--- config.mk ---
export PLATFORM = sky130hd
export DESIGN_NAME = quaternion_gather
export DESIGN_NICKNAME = d
export VERILOG_FILES = /design/src/rtl/quat_pkg.sv /design/src/rtl/quat_lane_fifo.sv /design/src/rtl/quaternion_gather.sv
export SDC_FILE = /design/constraint.sdc
export NUM_CORES = 1
export LEC_CHECK = 0
export ABC_AREA = 0
export CORE_ASPECT_RATIO = 0.9
export CORE_MARGIN = 2
export CORE_UTILIZATION = 40
export CTS_CLUSTER_SIZE = 14
export DETAILED_ROUTE_END_ITERATION = 8
export GPL_TIMING_DRIVEN = 0
export PLACE_DENSITY = 0.71
export REMOVE_ABC_BUFFERS = 1
export SLEW_MARGIN = 30
export SYNTH_ARGS = -nofsm -noshare
export SYNTH_HDL_FRONTEND = slang
export SYNTH_SLANG_ARGS = --single-unit
--- constraint.sdc ---
create_clock -name clk -period 5.7 [get_ports clk]
set_input_delay 1.14 -clock clk [delete_from_list [all_inputs] [get_ports clk]]
set_output_delay 1.14 -clock clk [all_outputs]
set_load 0.01 [all_outputs]
--- src/rtl/quat_pkg.sv ---
// Shared types for the quaternion gather datapath: component width, lane count,
// the packed quaternion record and the per-lane bit vector.
package quat_pkg;

    localparam int QUAT_W     = 32;
    localparam int QUAT_LANES = 4;

    typedef struct packed {
        logic [QUAT_W-1:0] w;
        logic [QUAT_W-1:0] x;
        logic [QUAT_W-1:0] y;
        logic [QUAT_W-1:0] z;
    } quat_t;

    typedef logic [QUAT_LANES-1:0] lane_vec_t;

endpackage

--- src/rtl/quat_lane_fifo.sv ---
// Single-lane sample FIFO with a combinational head. A push into a full FIFO is
// accepted only when the same cycle pops; otherwise it is rejected and drop fires.
module quat_lane_fifo
    import quat_pkg::*;
#(
    parameter int DEPTH = 4
) (
    input  logic              clk,
    input  logic              rst_n,
    input  logic              flush,
    input  logic              push,
    input  logic              pop,
    input  logic [QUAT_W-1:0] din,
    output logic [QUAT_W-1:0] dout,
    output logic              empty,
    output logic              full,
    output logic              drop
);

    localparam int AW = (DEPTH > 1) ? $clog2(DEPTH) : 1;

    logic [QUAT_W-1:0] mem [DEPTH];
    logic [AW-1:0]     wr_ptr_reg;
    logic [AW-1:0]     rd_ptr_reg;
    logic [AW:0]       count_reg;
    logic              do_push;
    logic              do_pop;

    assign empty   = (count_reg == '0);
    assign full    = (count_reg == (AW+1)'(DEPTH));
    assign do_pop  = pop & ~empty & ~flush;
    assign do_push = push & ~flush & (~full | do_pop);
    assign drop    = push & ~flush & full & ~do_pop;
    assign dout    = mem[rd_ptr_reg];

    always_ff @(posedge clk or negedge rst_n) begin
        if (!rst_n) begin
            wr_ptr_reg <= '0;
            rd_ptr_reg <= '0;
            count_reg  <= '0;
        end else if (flush) begin
            wr_ptr_reg <= '0;
            rd_ptr_reg <= '0;
            count_reg  <= '0;
        end else begin
            if (do_push) wr_ptr_reg <= wr_ptr_reg + 1'b1;
            if (do_pop)  rd_ptr_reg <= rd_ptr_reg + 1'b1;
            if (do_push && !do_pop)      count_reg <= count_reg + 1'b1;
            else if (!do_push && do_pop) count_reg <= count_reg - 1'b1;
        end
    end

    // Storage carries no reset so it can map onto distributed/block RAM.
    always_ff @(posedge clk) begin
        if (do_push) mem[wr_ptr_reg] <= din;
    end

endmodule

--- src/rtl/quaternion_gather.sv ---
// Aligns four independently-valid float lanes into whole quaternions behind a
// one-stage valid/ready output register. Define QUATERNION_GATHER_STATS_EN for quat_count.
module quaternion_gather
    import quat_pkg::*;
#(
    parameter int DEPTH = 4
) (
    input  logic              clk,
    input  logic              rst_n,
    input  logic              flush,
    input  logic              qi0_valid,
    input  logic              qi1_valid,
    input  logic              qi2_valid,
    input  logic              qi3_valid,
    input  logic [QUAT_W-1:0] qi0,
    input  logic [QUAT_W-1:0] qi1,
    input  logic [QUAT_W-1:0] qi2,
    input  logic [QUAT_W-1:0] qi3,
    output logic              qo_valid,
    input  logic              qo_ready,
    output logic [QUAT_W-1:0] qo0,
    output logic [QUAT_W-1:0] qo1,
    output logic [QUAT_W-1:0] qo2,
    output logic [QUAT_W-1:0] qo3,
    output logic [3:0]        overflow
`ifdef QUATERNION_GATHER_STATS_EN
    ,
    output logic [31:0]       quat_count
`endif
);

    logic [QUAT_W-1:0] lane_din  [QUAT_LANES];
    logic [QUAT_W-1:0] lane_dout [QUAT_LANES];
    lane_vec_t         lane_push;
    lane_vec_t         lane_empty;
    lane_vec_t         lane_full;
    lane_vec_t         lane_drop;
    logic              all_avail;
    logic              load;
    quat_t             qo_reg;
    logic              qo_valid_reg;
    lane_vec_t         overflow_reg;

    assign lane_push   = {qi3_valid, qi2_valid, qi1_valid, qi0_valid};
    assign lane_din[0] = qi0;
    assign lane_din[1] = qi1;
    assign lane_din[2] = qi2;
    assign lane_din[3] = qi3;

    assign all_avail = ~|lane_empty;
    assign load      = all_avail & (~qo_valid_reg | qo_ready) & ~flush;

    generate
        for (genvar gi = 0; gi < QUAT_LANES; gi++) begin : g_lane
            quat_lane_fifo #(.DEPTH(DEPTH)) u_fifo (
                .clk   (clk),
                .rst_n (rst_n),
                .flush (flush),
                .push  (lane_push[gi]),
                .pop   (load),
                .din   (lane_din[gi]),
                .dout  (lane_dout[gi]),
                .empty (lane_empty[gi]),
                .full  (lane_full[gi]),
                .drop  (lane_drop[gi])
            );
        end
    endgenerate

    always_ff @(posedge clk or negedge rst_n) begin
        if (!rst_n) begin
            qo_reg       <= '0;
            qo_valid_reg <= 1'b0;
            overflow_reg <= '0;
        end else if (flush) begin
            qo_valid_reg <= 1'b0;
            overflow_reg <= '0;
        end else begin
            if (load) begin
                qo_reg.w     <= lane_dout[0];
                qo_reg.x     <= lane_dout[1];
                qo_reg.y     <= lane_dout[2];
                qo_reg.z     <= lane_dout[3];
                qo_valid_reg <= 1'b1;
            end else if (qo_ready) begin
                qo_valid_reg <= 1'b0;
            end
            // A rejected sample leaves that lane permanently one behind until flush.
            overflow_reg <= overflow_reg | (lane_drop & lane_full);
        end
    end

    assign qo_valid = qo_valid_reg;
    assign qo0      = qo_reg.w;
    assign qo1      = qo_reg.x;
    assign qo2      = qo_reg.y;
    assign qo3      = qo_reg.z;
    assign overflow = overflow_reg;

`ifdef QUATERNION_GATHER_STATS_EN
    logic [31:0] quat_count_reg;

    always_ff @(posedge clk or negedge rst_n) begin
        if (!rst_n)                         quat_count_reg <= '0;
        else if (flush)                     quat_count_reg <= '0;
        else if (qo_valid_reg && qo_ready)  quat_count_reg <= quat_count_reg + 32'd1;
    end

    assign quat_count = quat_count_reg;
`endif

endmodule

==> metrics.cfg <==
[logic_synthesis]
syn_inst = 1185
ys_ff_latch = 673
synth_seq_area_share = 0.7632
synth-edff-count = 512
synthTopCellsByCount = edfxtp_1, dfrtp_1, mux2_2, mux4_2, nor2_1
synth.distinct_cells = 41
async_flop_share = 0.2392
synth_area_um2 = 25420
synth_area_leaders = edfxtp_1, dfrtp_1, mux4_2
yosys.area.top_type = edfxtp_1
ys_warn_count = 0
synth_most_common_cell = edfxtp_1
ys.flop_type = edfxtp_1
synth.top_cell.area_share = 0.6047
avgSynthCellArea_um2 = 21.46

[global_routing]
grt_max_degree = 64
grt_pass1_wl_um = 79980
gr-usage-all-layers = 0.1602
antenna_found_initial = 3
grt_pass1_vias = 13410
grt-ovfl-total = 0

[clocking]
postCtsResizedCells = 0
ctsHoldBuffers = 0
cts.sinks = 673
clkTransAtPathRegs_ns = 0.06
cts_tree = yes
cts-htree-levels = 3
clockBufferDepth = 3
cts_setup_buffers = 0
root_buffer = clkbuf_16
clkLatencyLatePin_ns = 0.59
numCtsBuffers = 70

[finish]
largest-register = g_lane.u_fifo.mem
largest_reg_flops = 512
antennaDiodeCount = 0
final_area_um2 = 32100
multiInputGateArea_um2 = 5707
n_fill_cell = 5003
nets = 1702
finish.utilization = 0.5110
layout.cells.non_filler = 2446
layout-drive-gt1-share = 0.3042
syn_to_final_growth_pct = 26.25
seq_area_um2 = 19420

[setup_path]
slowest_stage = nor4_4
slowest_delay_ns = 0.68
path_buf_inv = 4
cp.arrival_ns = 4.16
crit_top_cell = buf_12
cp-end-kind = flip-flop
cp_cell_sequence = clkdlybuf4s50_1 -> nor2b_1 -> nor4_4 -> and2_4 -> buf_12 -> buf_12 -> buf_12 -> mux2_2
required_ns = 6.16
critPathMaxFanout = 34
worstSetupStartpointType = primary input
path_depth = 8
cp_top_family = simple AND/OR/NAND/NOR gates
r2r_cells = 7
critPathKind = primary input to flip-flop

[power_and_ir_drop]
power_mw = 13.25
power.density_nw_per_um2 = 412.7
vdd_drop_max_v = 0.0002615
leakage_nw = 11.09

[drt]
via_per_inst = 5.035
routed_wl_um = 51470
via_count = 12320
wl_per_cell_um = 21.04
firstDrtPassIters = 5
dr.first_iter.drc_count = 755
ant_nets = 0
route.detailed.drc = 0

[floorplanning]
die_y_um = 243.2
pin_count = 269
die_area_um2 = 65600
die_w_um = 269.8
rows = 87
core_um2 = 62810
initial_core_util = 0.4048

[placement]
dp.cells = 2319
portBuffers = 268
post-place-ws_ns = 1.364
placed_area_um2 = 29790
hpwlAfterDp_um = 33900
place_congestion = 0.7151

[sta]
fin_setup_tns_ns = 0
setup_violations = 0
slew-limit-headroom = 0.4663
fmax_mhz = 270.7
fin_crit_sh = 0.6482
finClkSkew_ns = 0.01589
maxSlewViolCount = 0
fin_ws_ns = 2.005
rsz0062_at_grt = no
hold_viol = 0
timing.hold.ws_ns = 0.4498
tightest_slew_ns = 0.7946
layout_min_cycle_time_ns = 3.695

[job]
maxCapViolCount = 0

[min_path]
worstHoldPathType = primary input to async pin

[outcome]
status = finished clean

worst paths after layout:
path                                 startpoint                                          to  slack (ns)
setup / recovery                       qo_ready                          qo0[8]$_DFFE_PN0P_        2.01
min in group clk             qo1[1]$_DFFE_PN0P_                          qo1[1]$_DFFE_PN0P_        0.50
hold / removal                            rst_n                         qo2[21]$_DFFE_PN0P_        0.45
setup reg to reg           qo_valid$_DFFE_PN0P_                          qo0[8]$_DFFE_PN0P_        2.58
hold reg to reg              qo1[1]$_DFFE_PN0P_                          qo1[1]$_DFFE_PN0P_        0.50
max in group asynchronous                 rst_n  g_lane[0].u_fifo.rd_ptr_reg[0]$_DFFE_PN0P_        4.48
cells by family after synthesis:
group,share of synthesized area
flip-flops,0.7632
buffers and inverters,0.01526
multiplexers,0.1757
AO/OA/AOI/OAI,0.009399
adder cells (fa/ha/maj),0.01102
AND/OR/NAND/NOR,0.02269
XOR/XNOR,0.002756
power by group:
part	internal, mW	leakage [nW]	switching [mW]
sequential	5.91	6.69	0.327
clock	2.68	1.12	1.85
combinational	1.50	3.27	0.984
area by class of cell:
class,count,share of cell area
Sequential cell,673,0.6051
Multi-Input combinational cell,437,0.1778
Timing Repair Buffer,346,0.1103
Clock buffer,90,0.06038
Tap cell,845,0.03294
Clock inverter,37,0.01134
Inverter,18,0.002105
cells in the final DEF (no fill, tap or decap), drive strengths merged, types with 4 or more instances in the layout:
master           n
a21oi           13
and2             5
buf             80
bufinv           6
clkbuf          90
clkdlybuf4s50  266
clkinv          27
dfrtp          161
edfxtp         512
fa               4
ha              16
inv             20
mux2           138
mux4           128
nand2           11
nand2b          10
nand3            5
nor2            31
nor2b            4
nor3             7
nor3b           13
o21ai            9
o32ai            4
or2              4
or3b             4
xnor2            4
xor2             4
layer usage:
metal | track usage | wire (µm)
met5 | 0 | 46
met4 | 0.04542 | 1235
met3 | 0.04175 | 2479
met2 | 0.2727 | 26040
met1 | 0.2033 | 21660
Power figures use the tool's default switching activity.
==> RTL edit, RTL diff (same settings) <==
Build with the macro `QUATERNION_GATHER_STATS_EN` defined.
--- a/src/rtl/quaternion_gather.sv
+++ b/src/rtl/quaternion_gather.sv
@@ -1,5 +1,7 @@
 // Aligns four independently-valid float lanes into whole quaternions behind a
 // one-stage valid/ready output register. Define QUATERNION_GATHER_STATS_EN for quat_count.
+`define QUATERNION_GATHER_STATS_EN
+
 module quaternion_gather
     import quat_pkg::*;
 #(
Formal check against the unedited RTL (old outputs only; new: quat_count): equivalent (equiv_simple and equiv_induct, registers matched by name and starting in step).
==> RTL edit against the unedited design <==
Routed wire length rose by 9.7%; power rose by 2.2%; critical path type unchanged; core utilization fell by 0.56 points; count of clock-buffer cells in the layout rose by 8; area after synthesis rose by 6.3%; setup slack got worse by 0.29 ns; design area rose by 5.5%; sequential cell count rose by 32; critical path depth rose by 2.
==> RTL edit: results <==
group,metric,value,unit
status,run_status,"finished, final reports clean",
clock_tree,cts_setup_buffers,0,
global_routing,antenna_found_initial,6,
final_layout,post_route_cells_drive_above_1_share,0.182,
clock_tree,clk_transition_reported_paths,0.06,ns
logic_synthesis,async_flop_share,0.274,
logic_synthesis,synth_common_cells,"512 x edfxtp_1, 193 x dfrtp_1, 128 x mux4_2, 126 x mux2_1, 61 x nor2_1",
final_layout,top_register,"g_lane.u_fifo.mem",
clock_tree,cts_buffers,73,
global_routing,grt_first_pass_wirelength,86400,µm
clock_tree,ctsResizeCount,0,
critical_path,arrival,4.45,ns
pwr,vdd_drop_max,350,µV
logic_synthesis,yosys.cell_types.count,45,
global_routing,global_route.usage.met2,0.278,
logic_synthesis,synthTopCellsByArea,"edfxtp_1 57%, dfrtp_1 18%, mux4_2 11%",
logic_synthesis,syn_inst,1356,
critical_path,slowest_stage,"nor4_4",
global_routing,grt_pass1_vias,14400,
logic_synthesis,synth-warning-count,0,
global_routing,grt_usage,0.164,
critical_path,slowest_delay,0.73,ns
drt,vias,13500,
global_routing,grt_max_degree,70,
critical_path,path_max_fanout,32,
min_path,min_path_type,"in2async",
placed_design,place_congestion,0.769,
logic_synthesis,yosysSeqAreaShare,0.747,
final_layout,fin_nets,1853,
global_routing,use_met1,0.209,
drt,routed_wl,56500,µm
placed_design,port_buffers,300,
clock_tree,clock_latency,0.61,ns
timing,worst_clock_skew,0.0322,ns
drt,drt_iter0_markers,739,
placed_design,dp_hpwl,35900,µm
clock_tree,root_buffer,"clkbuf_16",
pwr,swShare,0.247,
timing,tightest_slew,0.809,ns
pwr,leakage,11.8,nW
final_layout,largest_reg_flops,512,
global_routing,met3_usage,0.0404,
clock_tree,clockBufferDepth,3,
placed_design,dp_cells,2495,
final_layout,layout.cells.non_filler,2632,
[RTL edit: cell types whose count changed in the layout (fill, tap and decap cells not counted), sizes merged, moves of 8 or more]
cell	delta
dfrtp	+32
clkbuf	+8
buf	-52
xnor2	+13
clkdlybuf4s50	+32
nor2	+30
nand4	+10
and2	+13
nand2	+12
xor2	+14
nor3	+9
[RTL edit: power by group through the flow]
stage	clock network [mW]	logic, mW	registers (mW)
after floorplan	0	0.797	6.73
after global placement	0	2.28	6.61
after detailed placement	0	2.42	6.56
after CTS	4.84	2.43	6.47
after global routing	5.03	2.55	6.53
final	4.70	2.38	6.46
[RTL edit: cell families after synthesis]
logic type,synth area share
DFF,0.747
muxes,0.167
and+or+nand+nor,0.0419
buffers and inverters,0.0136
AOI/OAI and AO/OA,0.00838
xor gates and xnor gates,0.0113
adders and majority gates,0.0108
[RTL edit: final timing paths]
check	start	to	slack [ns]	cells past startpoint
max reg2reg	qo_valid	g_lane[1].u_fifo.count_reg[2]	2.35	9
max	qo_ready	g_lane[1].u_fifo.count_reg[2]	1.72	10
min in group clk	qo0[5]	qo0[5]	0.49	1
max in group asynchronous	rst_n	qo1[4]	4.24	3
min reg2reg	qo0[5]	qo0[5]	0.49	1
min	rst_n	qo3[17]	0.39	1
[RTL edit: through the flow]
step                cell area [µm²]  setup TNS [ns]  hold slack [ns]  setup slack, ns
floorplan                     26700           -2.81            0.526           -0.412
global placement              30800        -2412.62            0.473            -6.66
detailed placement            31500               0            0.480             1.05
CTS                           33900               0            0.351             1.71
global route                  33900               0            0.363             1.49
finish                        33900               0            0.393             1.72
[RTL edit: area by class of cell]
type	count	area (µm²)
inverters	21	78.8
multi-input cells	569	6500
diodes	2	5.00
flip-flops and latches	705	20200
clock inverters	37	410
fillers	5338	33100
repair buffers	326	3580
clock buffers	98	1970
well taps	874	1090
[RTL edit: metal layers]
layer,vias to the layer above,routed length (µm)
met5,-,54
met3,90,2820
met1,7084,23700
met4,8,1290
met2,282,28600
li1,5999,-
[RTL edit: worst reg2reg max path, delay by kind of cell, from the launching register on]
| kind | cells | cell delay (ns) |
|---|---|---|
| adders and majority gates | 1 | 0.38 |
| buffers and inverters | 1 | 0.32 |
| DFF | 1 | 0.44 |
| muxes | 2 | 0.52 |
| and+or+nand+nor | 5 | 1.58 |
